--- src/rtl/pu_pkg.sv ---
// Shared definitions for the PU sequencer: state encoding, fixed PU timing and
// default datapath dimensions shared with pu_2.
package pu_pkg;

  localparam int unsigned PU_DATA_WIDTH = 8;
  localparam int unsigned PU_MAC_CNT    = 32;

  // Cycles between the last read enable and the requantise pulse.
  localparam int unsigned DRAIN_CYC     = 3;
  // Nominal relu_en -> done latency inside the PU.
  localparam int unsigned PU_DONE_LAT   = 5;

  typedef enum logic [2:0] {
    IDLE  = 3'd0,
    FEED  = 3'd1,
    DRAIN = 3'd2,
    RELU  = 3'd3,
    WAIT  = 3'd4,
    STORE = 3'd5,
    DONE  = 3'd6
  } seq_state_e;

endpackage

--- src/rtl/pu_seq_ctrl_if.sv ---
// Buffer/PU-side bus of the sequencer: input buffer, weight ROM, PU control
// and output buffer. master = sequencer, slave = memories and PU.
interface pu_seq_ctrl_if
  import pu_pkg::*;
#(
  parameter int unsigned DATA_WIDTH = PU_DATA_WIDTH,
  parameter int unsigned MAC_CNT    = PU_MAC_CNT,
  parameter int unsigned IN_AW      = 10,
  parameter int unsigned W_AW       = 12,
  parameter int unsigned O_AW       = 2
);

  logic                          in_re;
  logic [IN_AW-1:0]              in_addr;
  logic [DATA_WIDTH-1:0]         in_data;
  logic                          w_re;
  logic [W_AW-1:0]               w_addr;
  logic                          pu_mac_en;
  logic                          pu_relu_en;
  logic                          pu_mac_clear;
  logic [DATA_WIDTH-1:0]         pu_din;
  logic                          pu_done;
  logic [DATA_WIDTH*MAC_CNT-1:0] pu_matmul;
  logic                          out_we;
  logic [O_AW-1:0]               out_addr;
  logic [DATA_WIDTH*MAC_CNT-1:0] out_data;

  modport master (
    output in_re, in_addr, w_re, w_addr,
    input  in_data,
    output pu_mac_en, pu_relu_en, pu_mac_clear, pu_din,
    input  pu_done, pu_matmul,
    output out_we, out_addr, out_data
  );

  modport slave (
    input  in_re, in_addr, w_re, w_addr,
    output in_data,
    input  pu_mac_en, pu_relu_en, pu_mac_clear, pu_din,
    output pu_done, pu_matmul,
    input  out_we, out_addr, out_data
  );

endinterface

--- src/rtl/pu_addr_gen.sv ---
// Address generation for the PU sequencer: step counter k, tile counter and
// an accumulating weight-row register (tile*IN_LEN + k without a multiplier).
module pu_addr_gen #(
  parameter int unsigned IN_LEN    = 784,
  parameter int unsigned NUM_TILES = 4,
  parameter int unsigned IN_AW     = 10,
  parameter int unsigned W_AW      = 12,
  parameter int unsigned O_AW      = 2
) (
  input  logic             clk_i,
  input  logic             rst_i,
  input  logic             clear_i,
  input  logic             k_inc_i,
  input  logic             tile_inc_i,
  output logic [IN_AW-1:0] in_addr_o,
  output logic [W_AW-1:0]  w_addr_o,
  output logic [O_AW-1:0]  tile_o,
  output logic             last_k_o,
  output logic             last_tile_o
);

  logic [IN_AW-1:0] k_q,    k_d;
  logic [W_AW-1:0]  w_q,    w_d;
  logic [O_AW-1:0]  tile_q, tile_d;

  assign last_k_o    = (k_q == IN_AW'(IN_LEN - 1));
  assign last_tile_o = (tile_q == O_AW'(NUM_TILES - 1));

  // The weight row advances with k, so after the last step of a tile it
  // already holds the next tile's base address.
  always_comb begin
    k_d    = k_q;
    w_d    = w_q;
    tile_d = tile_q;
    if (clear_i) begin
      k_d    = '0;
      w_d    = '0;
      tile_d = '0;
    end else begin
      if (k_inc_i) begin
        k_d = last_k_o ? '0 : k_q + IN_AW'(1);
        w_d = w_q + W_AW'(1);
      end
      if (tile_inc_i) begin
        tile_d = tile_q + O_AW'(1);
      end
    end
  end

  always_ff @(posedge clk_i) begin
    if (rst_i) begin
      k_q    <= '0;
      w_q    <= '0;
      tile_q <= '0;
    end else begin
      k_q    <= k_d;
      w_q    <= w_d;
      tile_q <= tile_d;
    end
  end

  assign in_addr_o = k_q;
  assign w_addr_o  = w_q;
  assign tile_o    = tile_q;

endmodule

--- src/rtl/pu_seq_ctrl.sv ---
// Layer sequencer for the 32-lane MAC PU: feeds inputs/weights per tile,
// fires requantise, waits for PU done and stores each tile result.
// Optional PU_TIMEOUT_EN adds a WAIT watchdog that raises err_o.
module pu_seq_ctrl
  import pu_pkg::*;
#(
  parameter int unsigned DATA_WIDTH  = PU_DATA_WIDTH,
  parameter int unsigned MAC_CNT     = PU_MAC_CNT,
  parameter int unsigned IN_LEN      = 784,
  parameter int unsigned NUM_TILES   = 4,
  parameter int unsigned IN_AW       = 10,
  parameter int unsigned W_AW        = 12,
  parameter int unsigned O_AW        = 2,
  parameter int unsigned TIMEOUT_CYC = 16
) (
  input  logic           clk_i,
  input  logic           rst_i,
  input  logic           start_i,
  output logic           busy_o,
  output logic           done_o,
  output logic           err_o,
  pu_seq_ctrl_if.master  bus
);

  localparam int unsigned DRAIN_W = $clog2(DRAIN_CYC);
  localparam int unsigned RES_W   = DATA_WIDTH * MAC_CNT;

  // Elaboration-time parameter sanity.
  if (IN_AW < $clog2(IN_LEN)) begin : g_bad_in_aw
    $error("IN_AW too narrow for IN_LEN");
  end
  if (W_AW < $clog2(IN_LEN * NUM_TILES)) begin : g_bad_w_aw
    $error("W_AW too narrow for IN_LEN*NUM_TILES");
  end
  if (O_AW < 1 || O_AW < $clog2(NUM_TILES)) begin : g_bad_o_aw
    $error("O_AW too narrow for NUM_TILES");
  end
  if (TIMEOUT_CYC == 0) begin : g_bad_timeout
    $error("TIMEOUT_CYC must be nonzero");
  end

  seq_state_e         state_q, state_d;
  logic [DRAIN_W-1:0] drain_cnt_q, drain_cnt_d;
  logic               busy_q, busy_d;
  logic               done_q, done_d;
  logic               in_re_q, in_re_d;
  logic               mac_en_q, mac_en_d;
  logic               relu_q, relu_d;
  logic               clear_q, clear_d;
  logic               we_q, we_d;
  logic [O_AW-1:0]    out_addr_q, out_addr_d;
  logic [RES_W-1:0]   out_data_q, out_data_d;

  logic               ag_clear, ag_k_inc, ag_tile_inc;
  logic [IN_AW-1:0]   ag_in_addr;
  logic [W_AW-1:0]    ag_w_addr;
  logic [O_AW-1:0]    ag_tile;
  logic               ag_last_k, ag_last_tile;

`ifdef PU_TIMEOUT_EN
  localparam int unsigned TO_W = $clog2(TIMEOUT_CYC + 1);
  logic            err_q, err_d;
  logic [TO_W-1:0] wait_cnt_q, wait_cnt_d;
`endif

  pu_addr_gen #(
    .IN_LEN    (IN_LEN),
    .NUM_TILES (NUM_TILES),
    .IN_AW     (IN_AW),
    .W_AW      (W_AW),
    .O_AW      (O_AW)
  ) u_addr_gen (
    .clk_i       (clk_i),
    .rst_i       (rst_i),
    .clear_i     (ag_clear),
    .k_inc_i     (ag_k_inc),
    .tile_inc_i  (ag_tile_inc),
    .in_addr_o   (ag_in_addr),
    .w_addr_o    (ag_w_addr),
    .tile_o      (ag_tile),
    .last_k_o    (ag_last_k),
    .last_tile_o (ag_last_tile)
  );

  // Next state, then registered outputs decoded from the state being entered.
  always_comb begin
    state_d     = state_q;
    drain_cnt_d = drain_cnt_q;
    out_data_d  = out_data_q;
    ag_clear    = 1'b0;
    ag_k_inc    = 1'b0;
    ag_tile_inc = 1'b0;
`ifdef PU_TIMEOUT_EN
    err_d       = err_q;
    wait_cnt_d  = wait_cnt_q;
`endif

    unique case (state_q)
      IDLE: begin
        if (start_i) begin
          state_d  = FEED;
          ag_clear = 1'b1;
`ifdef PU_TIMEOUT_EN
          err_d    = 1'b0;
`endif
        end
      end
      FEED: begin
        ag_k_inc = 1'b1;
        if (ag_last_k) begin
          state_d     = DRAIN;
          drain_cnt_d = '0;
        end
      end
      DRAIN: begin
        if (drain_cnt_q == DRAIN_W'(DRAIN_CYC - 1)) begin
          state_d = RELU;
        end else begin
          drain_cnt_d = drain_cnt_q + DRAIN_W'(1);
        end
      end
      RELU: begin
        state_d = WAIT;
`ifdef PU_TIMEOUT_EN
        wait_cnt_d = '0;
`endif
      end
      WAIT: begin
        if (bus.pu_done) begin
          state_d = STORE;
`ifdef PU_TIMEOUT_EN
        end else if (wait_cnt_q == TO_W'(TIMEOUT_CYC - 1)) begin
          state_d = DONE;
          err_d   = 1'b1;
        end else begin
          wait_cnt_d = wait_cnt_q + TO_W'(1);
`endif
        end
      end
      STORE: begin
        if (ag_last_tile) begin
          state_d = DONE;
        end else begin
          state_d     = FEED;
          ag_tile_inc = 1'b1;
        end
      end
      DONE:    state_d = IDLE;
      default: state_d = IDLE;
    endcase

    busy_d     = (state_d != IDLE);
    in_re_d    = (state_d == FEED);
    mac_en_d   = in_re_q;
    relu_d     = (state_d == RELU);
    we_d       = (state_d == STORE);
    clear_d    = (state_d == STORE);
    out_addr_d = (state_d == STORE) ? ag_tile : '0;
    done_d     = (state_d == DONE);
    if (state_d == STORE) begin
      out_data_d = bus.pu_matmul;
    end
  end

  always_ff @(posedge clk_i) begin
    if (rst_i) begin
      state_q     <= IDLE;
      drain_cnt_q <= '0;
      busy_q      <= 1'b0;
      done_q      <= 1'b0;
      in_re_q     <= 1'b0;
      mac_en_q    <= 1'b0;
      relu_q      <= 1'b0;
      clear_q     <= 1'b0;
      we_q        <= 1'b0;
      out_addr_q  <= '0;
      out_data_q  <= '0;
`ifdef PU_TIMEOUT_EN
      err_q       <= 1'b0;
      wait_cnt_q  <= '0;
`endif
    end else begin
      state_q     <= state_d;
      drain_cnt_q <= drain_cnt_d;
      busy_q      <= busy_d;
      done_q      <= done_d;
      in_re_q     <= in_re_d;
      mac_en_q    <= mac_en_d;
      relu_q      <= relu_d;
      clear_q     <= clear_d;
      we_q        <= we_d;
      out_addr_q  <= out_addr_d;
      out_data_q  <= out_data_d;
`ifdef PU_TIMEOUT_EN
      err_q       <= err_d;
      wait_cnt_q  <= wait_cnt_d;
`endif
    end
  end

`ifdef PU_TIMEOUT_EN
  assign err_o = err_q;
`else
  assign err_o = 1'b0;
`endif

  assign busy_o           = busy_q;
  assign done_o           = done_q;
  assign bus.in_re        = in_re_q;
  assign bus.w_re         = in_re_q;
  assign bus.in_addr      = ag_in_addr;
  assign bus.w_addr       = ag_w_addr;
  assign bus.pu_mac_en    = mac_en_q;
  assign bus.pu_relu_en   = relu_q;
  assign bus.pu_mac_clear = clear_q;
  // Read data goes straight to the PU; mac_en is delayed to line up with it.
  assign bus.pu_din       = bus.in_data;
  assign bus.out_we       = we_q;
  assign bus.out_addr     = out_addr_q;
  assign bus.out_data     = out_data_q;

endmodule

--- src/flat_wrapper.sv ---
// flat-port wrapper written by rule: the top's interface ports become plain ports
module pu_seq_ctrl_flat import pu_pkg::*;
#(
  parameter int unsigned DATA_WIDTH  = PU_DATA_WIDTH,
  parameter int unsigned MAC_CNT     = PU_MAC_CNT,
  parameter int unsigned IN_LEN      = 784,
  parameter int unsigned NUM_TILES   = 4,
  parameter int unsigned IN_AW       = 10,
  parameter int unsigned W_AW        = 12,
  parameter int unsigned O_AW        = 2,
  parameter int unsigned TIMEOUT_CYC = 16
)
  (clk_i, rst_i, start_i, busy_o, done_o, err_o, bus_in_re, bus_in_addr, bus_w_re, bus_w_addr, bus_in_data, bus_pu_mac_en, bus_pu_relu_en, bus_pu_mac_clear, bus_pu_din, bus_pu_done, bus_pu_matmul, bus_out_we, bus_out_addr, bus_out_data);
  pu_seq_ctrl_if #(.DATA_WIDTH(DATA_WIDTH), .MAC_CNT(MAC_CNT), .IN_AW(IN_AW), .W_AW(W_AW), .O_AW(O_AW)) bus_i ();
  input  logic clk_i;
  input  logic rst_i;
  input  logic start_i;
  output logic busy_o;
  output logic done_o;
  output logic err_o;
  output wire logic [$bits(bus_i.in_re)-1:0] bus_in_re;
  output wire logic [$bits(bus_i.in_addr)-1:0] bus_in_addr;
  output wire logic [$bits(bus_i.w_re)-1:0] bus_w_re;
  output wire logic [$bits(bus_i.w_addr)-1:0] bus_w_addr;
  input wire logic [$bits(bus_i.in_data)-1:0] bus_in_data;
  output wire logic [$bits(bus_i.pu_mac_en)-1:0] bus_pu_mac_en;
  output wire logic [$bits(bus_i.pu_relu_en)-1:0] bus_pu_relu_en;
  output wire logic [$bits(bus_i.pu_mac_clear)-1:0] bus_pu_mac_clear;
  output wire logic [$bits(bus_i.pu_din)-1:0] bus_pu_din;
  input wire logic [$bits(bus_i.pu_done)-1:0] bus_pu_done;
  input wire logic [$bits(bus_i.pu_matmul)-1:0] bus_pu_matmul;
  output wire logic [$bits(bus_i.out_we)-1:0] bus_out_we;
  output wire logic [$bits(bus_i.out_addr)-1:0] bus_out_addr;
  output wire logic [$bits(bus_i.out_data)-1:0] bus_out_data;
  assign bus_in_re = bus_i.in_re;
  assign bus_in_addr = bus_i.in_addr;
  assign bus_w_re = bus_i.w_re;
  assign bus_w_addr = bus_i.w_addr;
  assign bus_i.in_data = bus_in_data;
  assign bus_pu_mac_en = bus_i.pu_mac_en;
  assign bus_pu_relu_en = bus_i.pu_relu_en;
  assign bus_pu_mac_clear = bus_i.pu_mac_clear;
  assign bus_pu_din = bus_i.pu_din;
  assign bus_i.pu_done = bus_pu_done;
  assign bus_i.pu_matmul = bus_pu_matmul;
  assign bus_out_we = bus_i.out_we;
  assign bus_out_addr = bus_i.out_addr;
  assign bus_out_data = bus_i.out_data;
  pu_seq_ctrl #(.DATA_WIDTH(DATA_WIDTH), .MAC_CNT(MAC_CNT), .IN_LEN(IN_LEN), .NUM_TILES(NUM_TILES), .IN_AW(IN_AW), .W_AW(W_AW), .O_AW(O_AW), .TIMEOUT_CYC(TIMEOUT_CYC)) u_core (.clk_i(clk_i), .rst_i(rst_i), .start_i(start_i), .busy_o(busy_o), .done_o(done_o), .err_o(err_o), .bus(bus_i));
endmodule
--- config.mk ---
export PLATFORM = sky130hd
export DESIGN_NAME = pu_seq_ctrl_flat
export DESIGN_NICKNAME = d
export VERILOG_FILES = /design/src/rtl/pu_pkg.sv /design/src/rtl/pu_seq_ctrl_if.sv /design/src/rtl/pu_addr_gen.sv /design/src/rtl/pu_seq_ctrl.sv /design/src/flat_wrapper.sv
export SDC_FILE = /design/constraint.sdc
export NUM_CORES = 1
export LEC_CHECK = 0
export ABC_AREA = 1
export CAP_MARGIN = 20
export CORE_AREA = 5 5 216 218
export DETAILED_ROUTE_END_ITERATION = 8
export DIE_AREA = 0 0 221 223
export GPL_ROUTABILITY_DRIVEN = 0
export GPL_TIMING_DRIVEN = 0
export PLACE_DENSITY = 0.62
export SLEW_MARGIN = 25
export SYNTH_ARGS = -nofsm -noshare
export SYNTH_HDL_FRONTEND = slang
export SYNTH_SLANG_ARGS = --single-unit
--- constraint.sdc ---
create_clock -name clk_i -period 2.1 [get_ports clk_i]
set_input_delay 0.42 -clock clk_i [delete_from_list [all_inputs] [get_ports clk_i]]
set_output_delay 0.42 -clock clk_i [all_outputs]
set_load 0.005 [all_outputs]
==> results.ini, run 1 <==
[status]
outcome=complete, no violations

[clocking]
cts_buffers=35
cts-resized-gates=1
cts_buffer_depth=3
clock_latency_ns=0.53
cts_tree=done
hold_buffers=0
cts_setup_buffers=0
cts-root-buf=clkbuf_16
htreeDepth=2
cts.clk_slew.worst_paths_ns=0.06
cts_sinks=293

[critical_path]
end_kind=output port
path_max_fanout=3
crit_type=flip-flop to output port
crit_arrival_ns=1.60
cp.required_ns=1.68
cp-start-kind=flip-flop

[sta]
fin_skew_ns=0.0166
setup_viol=0
clock.fmax_mhz=495
hold_violations=0
rsz0062_at_grt=no
slew_viol_final=0
worst_pin_slew_ns=0.659
fin_crit_sh_pct=96.1
slew_headroom_pct=56.0
period_minus_slack_ns=2.02

[synthesis]
yosys_warnings=0
muxShareOfSynthArea_pct=0
synth_xor_area_share_pct=0.395
synthTopCellsByArea=dfxtp_1 (53%), o21ai_0 (12%), a21oi_1 (11%)
seq_area_frac_synth_pct=53.0
synth_top_cell_by_area=dfxtp_1
yosys_register_bits=293
ys_types=33
synth.top_cell.area_share_pct=53.0
synth-compound-area-share_pct=25.1
yosysMostFrequentCell=dfxtp_1
syn_inst=1347
synth-edff-count=0
synthAdderAreaFrac_pct=0.452
synth_top_family_by_area=compound AO/OA/AOI/OAI gates
ys_top_cells_by_count=dfxtp_1 (293), inv_1 (286), o21ai_0 (261), a21oi_1 (254), nand2_1 (43)
syn_area_sq_um=11100
yosys.area_share.simple_pct=5.20
synth_fp_nets=1619
async_flop_share_pct=0
syn_area_per_cell_sq_um=8.22
synth_ff_type=dfxtp_1

[drt]
viasPerCell=4.31
ant_nets=0
drc=0
routedWlPerCell_um=17.2
vias=11100
first_pass_iters=5
drtIter0Drc=456
routed_wl_um=44300

[power]
power.leakage_nw=6.41
powerDensity_nw_per_um2=676
ir_worst_vdd_mv=0.577

[grt]
overflow=0
gr-usage-all-layers_pct=17.1
grt_pass1_vias=11100
grt_pass1_wl_um=66400
grt_max_degree=14
antenna_found_initial=3

[finish]
syn2layout_area_growth_pct=67.8
design_area_sq_um=18600
drive_gt1_share_pct=8.50
nNetsFinal=2212
utilization_pct=41.6

[floorplan]
rows=78
die-area_sq_um=49300
start_util_pct=24.8
die_h_um=223
die_width_um=221
core_area_sq_um=44700
ios=565

[run]
drv_cap=0

[placement]
place_area_sq_um=17400
portBuffers=555
hpwl_um=34700

[hold_path]
hold_class=flip-flop to flip-flop

==> worst paths after layout <==
kind | start | end | slack (ns) | cells after the start
setup / recovery | u_core.bus.in_re$_SDFF_PP0_ | bus_w_re | 0.08 | 2
hold / removal | u_core.drain_cnt_q[0]$_SDFFE_PP0P_ | u_core.drain_cnt_q[0]$_SDFFE_PP0P_ | 0.44 | 1
hold reg to reg | u_core.drain_cnt_q[0]$_SDFFE_PP0P_ | u_core.drain_cnt_q[0]$_SDFFE_PP0P_ | 0.44 | 1
setup reg to reg | u_core.state_q[0]$_SDFF_PP0_ | u_core.bus.out_data[249]$_SDFFE_PP0N_ | 0.31 | 6
==> worst max-delay path, stage by stage, from the launching register on <==
cell	delay (ns)
dfxtp_1	0.43
buf_4	0.14
clkdlybuf4s50_1	0.49
==> cell type report <==
cell class | instances | area (sq um)
inverter | 289 | 1080
clock inverter | 12 | 139
sequential | 293 | 5870
fill | 4483 | 26100
multi-input combinational | 667 | 3450
timing repair buffer | 556 | 5570
antenna | 3 | 7.51
tap | 600 | 751
clock buffer | 50 | 1040
buffer | 98 | 671
==> power breakdown <==
| part | internal (mW) | switching [mW] | leakage, nW |
|---|---|---|---|
| Clock | 3.73 | 2.45 | 0.583 |
| Sequential | 5.57 | 0.0113 | 2.36 |
| Combinational | 0.530 | 0.284 | 3.47 |
| Total | 9.83 | 2.74 | 6.41 |
==> layout by cell type (no fill, tap or decap), types with 2 or more instances in the layout <==
master and count:
inv_1 286, bufinv_16 2, nor2_4 2, nand3_1 13, dfxtp_1 293, nor3_2 4, a21oi_1 254, clkbuf_16 36
inv_2 3, or2_2 2, o21ai_0 261, clkdlybuf4s50_1 555, nor2_2 3, nand2_2 3, buf_2 3, xor2_1 5
diode_2 3, nor3_1 5, nor2_1 30, a21oi_2 21, clkinv_2 4, nand2_1 43, buf_4 12, nand4_1 7
ha_1 4, clkbuf_2 23, clkbuf_8 9, buf_6 31, inv_6 3, clkbuf_1 35
==> state kept, by name, indices dropped and copies added (netlist names), 2 cells and up <==
signal	cells
u_core.u_addr_gen.in_addr_o	10
u_core.bus.out_data	256
u_core.u_addr_gen.w_addr_o	12
u_core.drain_cnt_q	2
u_core.bus.out_addr	2
u_core.state_q	3
u_core.u_addr_gen.tile_o	2
==> per-stage QoR <==
stage	power (mW)	std cells	TNS, ns	hold slack, ns	setup slack [ns]
3_5_place_dp	6.52	2503	-84.72	0.429	-0.873
4_1_cts	12.8	2565	0	0.438	0.0411
3_3_place_gp	6.51	2502	-116.38	0.419	-0.879
2_1_floorplan	5.91	1347	0	0.407	0.766
6_report	12.6	2568	0	0.436	0.0818
5_1_grt	13.1	2566	0	0.458	0.00500
==> logic make-up (layout without fill, tap and decap cells) <==
kind of cell / count (synthesis) / count (layout)
AOI/OAI and AO/OA: 539 / 539
xor gates and xnor gates: 5 / 5
adders and majority gates: 4 / 4
buffers and inverters: 387 / 1005
DFF: 293 / 293
other: 1 / 4
and+or+nand+nor: 118 / 118
==> metal layers <==
metal / wire length (um) / GRT usage (%) / up-vias
li1: - / - / 5496
met4: 1050 / 4.52 / 0
met5: 0 / 0 / -
met3: 3820 / 6.39 / 70
met2: 21700 / 29.6 / 407
met1: 17700 / 19.8 / 5089
Power figures use the tool's default switching activity.
==> inputs of run 2 (changes only) <==
- CORE_AREA: 5 5 216 218 -> 5 5 217 219
- DIE_AREA: 0 0 221 223 -> 0 0 222 224
- PLACE_DENSITY: 0.62 -> 0.61
- clock period: 2.1 -> 2.05 ns (I/O delays scaled with it)
==> run 2 against run 1 <==
Non-clock buffer count is 1 lower; count of clock-buffer cells in the layout is 2 lower; final cell count is 0.23% lower; critical path depth is 1 lower; critical endpoint is now bus_out_data[249]; combinational power is 3.4% higher.
==> results.ini, run 2 (synthesis gave the netlist of run 1 again) <==
[status]
outcome=complete, no violations

[sta]
fin_crit_sh_pct=96.3
period_minus_slack_ns=1.97
setup_viol=0
worst_pin_slew_ns=0.569
fin_skew_ns=0.0194
hold_violations=0
clock.fmax_mhz=507
tns_ns=0
fin_hold_ws_ns=0.439
slew_viol_final=0
rsz0062_at_grt=no
slew_headroom_pct=62.0

[critical_path]
cp_slowest_stage_delay_ns=0.70
cpMaxStageDelayCell=clkdlybuf4s50_1
end_kind=output port
cp-start-kind=flip-flop
path_max_fanout=2
critPathBufInv=1
cp.required_ns=1.64
crit_arrival_ns=1.56
crit_family=buffers and inverters
path_cells=clkdlybuf4s50_1
crit_type=flip-flop to output port

[drt]
first_pass_iters=4
drtIter0Drc=486
routedWlPerCell_um=17.5
viasPerCell=4.26
vias=10900
ant_nets=0
routed_wl_um=44900
drc=0

[clocking]
cts_tree=done
cts_buffer_depth=3
cts_sinks=293
clock_latency_ns=0.53
cts-root-buf=clkbuf_16
hold_buffers=0
cts_setup_buffers=0
htreeDepth=2
cts_buffers=35
cts.clk_slew.worst_paths_ns=0.06

[power]
powerDensity_nw_per_um2=680
p_sw_share_pct=22.0
power.share.combinational_pct=6.7
ir_worst_vdd_mv=0.586
pwr-share-clk_pct=47.8
p_sw_mw=2.77
p_int_mw=9.80
seqPwrFrac_pct=45.5
power.leakage_nw=6.40

[grt]
grt_max_degree=13
grt_pass1_vias=11000
antenna_found_initial=1
overflow=0
grt_pass1_wl_um=66300
gr-usage-all-layers_pct=17.0

[floorplan]
die_h_um=224
start_util_pct=24.7
die_width_um=222
die-area_sq_um=49700
core_area_sq_um=44900
rows=78
ios=565

[finish]
drive_gt1_share_pct=8.41
stdcell_count=2562
layout_commonest_cell=clkdlybuf4s50_1
syn2layout_area_growth_pct=66.9
insertedDiodeCount=0
final_cell_mix=clkdlybuf4s50_1 (554), dfxtp_1 (293), inv_1 (286)
nNetsFinal=2211
fillers=4505
largest_reg_flops=256

[placement]
place_inst=2502
portBuffers=555
hpwl_um=35100

[hold_path]
hold_class=flip-flop to flip-flop

[run]
drv_cap=0

==> run 2: cell count changes in the layout (fill, tap and decap cells not counted), moves of 3 or more <==
cell,delta
clkinv_2,+7
clkbuf_8,-5
clkbuf_2,+3
diode_2,-3
inv_6,-3
==> run 2: routing by layer <==
metal,share of wire (%),up-vias,global-route usage (%)
met5,0,-,0
met4,2.0,0,4.20
met3,8.7,49,6.79
met2,50,393,30.5
met1,39,4996,19.1
li1,-,5485,-
==> run 2: stage by stage <==
stage               setup WS (ns)  utilization (%)  total power, mW  area [sq um]
finish                     0.0760             41.2             12.6         18500
global route               0.0144             41.2             13.1         18500
CTS                        0.0395             41.2             12.8         18500
detailed placement         -0.823             38.7             6.68         17400
global placement           -0.884             38.7             6.68         17400
floorplan                   0.726                -             6.05         11100
==> run 2: cell type report <==
class	count	area [sq um]	area share, %
inverter	289	1080	5.87
tap	600	751	4.06
timing repair buffer	555	5560	30.1
clock buffer	48	1010	5.45
multi-input combinational	667	3450	18.7
clock inverter	12	85.1	0.460
buffer	98	677	3.66
sequential	293	5870	31.7
==> run 2: timing repair <==
item	4_1_cts	5_1_grt
pin swaps	0	0
endpoints found under the setup margin	200	22
resized for setup	2	7
endpoints found under the hold margin	0	0
==> run 2: power groups by stage <==
stage,Combinational (mW),Clock [mW],Sequential [mW]
CTS,0.848,6.22,5.71
finish,0.842,6.01,5.72
global route,0.916,6.47,5.71
floorplan,0.216,0,5.84
detailed placement,0.842,0,5.84
global placement,0.836,0,5.84
==> run 2: worst paths after layout <==
path | cells after the start | slack [ns] | to | from
hold reg to reg | 1 | 0.44 | u_core.drain_cnt_q[0]$_SDFFE_PP0P_ | u_core.drain_cnt_q[0]$_SDFFE_PP0P_
setup / recovery | 1 | 0.08 | bus_out_data[249] | u_core.bus.out_data[249]$_SDFFE_PP0N_
hold / removal | 1 | 0.44 | u_core.drain_cnt_q[0]$_SDFFE_PP0P_ | u_core.drain_cnt_q[0]$_SDFFE_PP0P_
setup reg to reg | 6 | 0.27 | u_core.bus.out_data[161]$_SDFFE_PP0N_ | u_core.state_q[0]$_SDFF_PP0_
==> inputs of run 3 (changes only) <==
- clock period: 2.05 -> 2 ns (I/O delays scaled with it)
==> run 3 against run 2 <==
Clock power grew 3%; largest power group unchanged; register-to-register slack lost 0.04 ns; die area is the same; count of clock-buffer cells in the layout is the same; design area is essentially flat; global-route usage is essentially flat; wire length grew 0.13%; sequential share of layout area is essentially flat; combinational power grew 2.5%; critical path depth is the same; final cell count is the same.
==> results.ini, run 3 (synthesis gave the netlist of run 1 again) <==
[sta]
worst_pin_slew_ns=0.573
slew_viol_final=0
slew_headroom_pct=61.8
rsz0062_at_grt=no
fin_crit_sh_pct=95.4
fin_skew_ns=0.0206
setup_viol=0
period_minus_slack_ns=1.91
hold_violations=0
clock.fmax_mhz=524

[grt]
antenna_found_initial=1
grt_pass1_wl_um=66300
overflow=0
gr-usage-all-layers_pct=17.0
grt_pass1_vias=11000
grt_max_degree=13

[drt]
vias=10900
drtIter0Drc=479
first_pass_iters=4
routedWlPerCell_um=17.5
drc=0
ant_nets=0
dr.max_layer_used=met4
dr_wl_met2_um=22400
routed_wl_um=44900
viasPerCell=4.27
dr_wl_met3_um=3900
met1Wirelength_um=17700

[critical_path]
crit_type=flip-flop to output port
crit_start=u_core.u_addr_gen.w_addr_o[3]$_SDFFE_PP0P_
path_cells=clkdlybuf4s50_1
cp-start-kind=flip-flop
r2r-start=u_core.state_q[0]$_SDFF_PP0_
cp.depth=1
critPathBufInv=1
rrSetupSlack_ns=0.23
crit_family=buffers and inverters
cpMaxStageDelayCell=clkdlybuf4s50_1
cp_slowest_stage_delay_ns=0.55
crit_path_end=bus_w_addr[3]
r2r-end=u_core.bus.out_data[161]$_SDFFE_PP0N_
crit_arrival_ns=1.51
cp.required_ns=1.60
path_max_fanout=7
ff2ff_path_depth=6
end_kind=output port

[power]
ir_worst_vdd_mv=0.600
p_sw_mw=2.84
power.leakage_nw=6.40
pwr-share-clk_pct=47.9
seqPwrFrac_pct=45.5
powerDensity_nw_per_um2=697
power_mw=12.9
power.share.combinational_pct=6.7
p_int_mw=10.0
p_sw_share_pct=22.1

[finish]
nNetsFinal=2211
largest_reg_flops=256
drive_gt1_share_pct=8.51
design_area_sq_um=18500
syn2layout_area_growth_pct=66.9
layout_commonest_cell=clkdlybuf4s50_1
insertedDiodeCount=0
final_cell_mix=clkdlybuf4s50_1 (553), dfxtp_1 (291), inv_1 (286)
utilization_pct=41.2

[clocking]
cts_buffer_depth=3
htreeDepth=2
cts.clk_slew.worst_paths_ns=0.06
cts_buffers=35
hold_buffers=0
cts_tree=done
clock_latency_ns=0.53
cts_sinks=293
cts-root-buf=clkbuf_16

[status]
outcome=complete, no violations

[floorplan]
die-area_sq_um=49700
core_area_sq_um=44900
ios=565
rows=78
die_h_um=224
die_width_um=222
start_util_pct=24.7

[hold_path]
worstHoldStart=u_core.drain_cnt_q[0]$_SDFFE_PP0P_
hold_class=flip-flop to flip-flop

[placement]
place_area_sq_um=17400
portBuffers=555
hpwl_um=35100

[run]
drv_cap=0

[run 3: what timing repair did]
item,in CTS,in global routing
resized for setup,3,10
endpoints found under the setup margin,201,33
pin swaps,0,0
gates cloned,0,0
buffers inserted,0,0
[run 3: worst min path at each step]
stage          slack, ns  cells past startpoint                               endpoint
3_3_place_gp        0.42                      1     u_core.drain_cnt_q[0]$_SDFFE_PP0P_
5_1_grt             0.46                      2   u_core.bus.out_data[75]$_SDFFE_PP0N_
3_5_place_dp        0.44                      2  u_core.bus.out_data[249]$_SDFFE_PP0N_
4_1_cts             0.44                      2  u_core.bus.out_data[249]$_SDFFE_PP0N_
2_1_floorplan       0.41                      1     u_core.drain_cnt_q[0]$_SDFFE_PP0P_
6_report            0.44                      1     u_core.drain_cnt_q[0]$_SDFFE_PP0P_
[run 3: power groups by stage]
stage | sequential [mW] | clock [mW] | combinational (mW)
after global routing | 5.86 | 6.63 | 0.939
final | 5.86 | 6.17 | 0.863
after floorplan | 5.98 | 0 | 0.222
after detailed placement | 5.99 | 0 | 0.863
after global placement | 5.99 | 0 | 0.857
after CTS | 5.86 | 6.37 | 0.869
[run 3: cell type report]
type | instances | area, sq um
inverter | 289 | 1080
multi-input combinational | 667 | 3450
tap | 600 | 751
timing repair buffer | 555 | 5560
buffer | 98 | 677
sequential | 293 | 5870
fill | 4510 | 26400
clock inverter | 12 | 85.1
clock buffer | 48 | 1010
[run 3: per-layer routing]
| layer | global-route usage, % | vias to the layer above |
|---|---|---|
| li1 | - | 5492 |
| met1 | 19.1 | 4999 |
| met2 | 30.4 | 390 |
| met3 | 6.79 | 49 |
| met4 | 4.20 | 0 |
| met5 | 0 | - |
[run 3: per-stage QoR]
step           worst slack (ns)  setup TNS, ns  hold WS [ns]  instances
2_1_floorplan             0.686              0         0.407       1347
3_3_place_gp             -0.924        -149.99         0.418       2502
3_5_place_dp             -0.863        -148.66         0.435       2502
4_1_cts                 0.00431              0         0.445       2562
5_1_grt                 0.00667              0         0.456       2562
6_report                 0.0919              0         0.439       2562
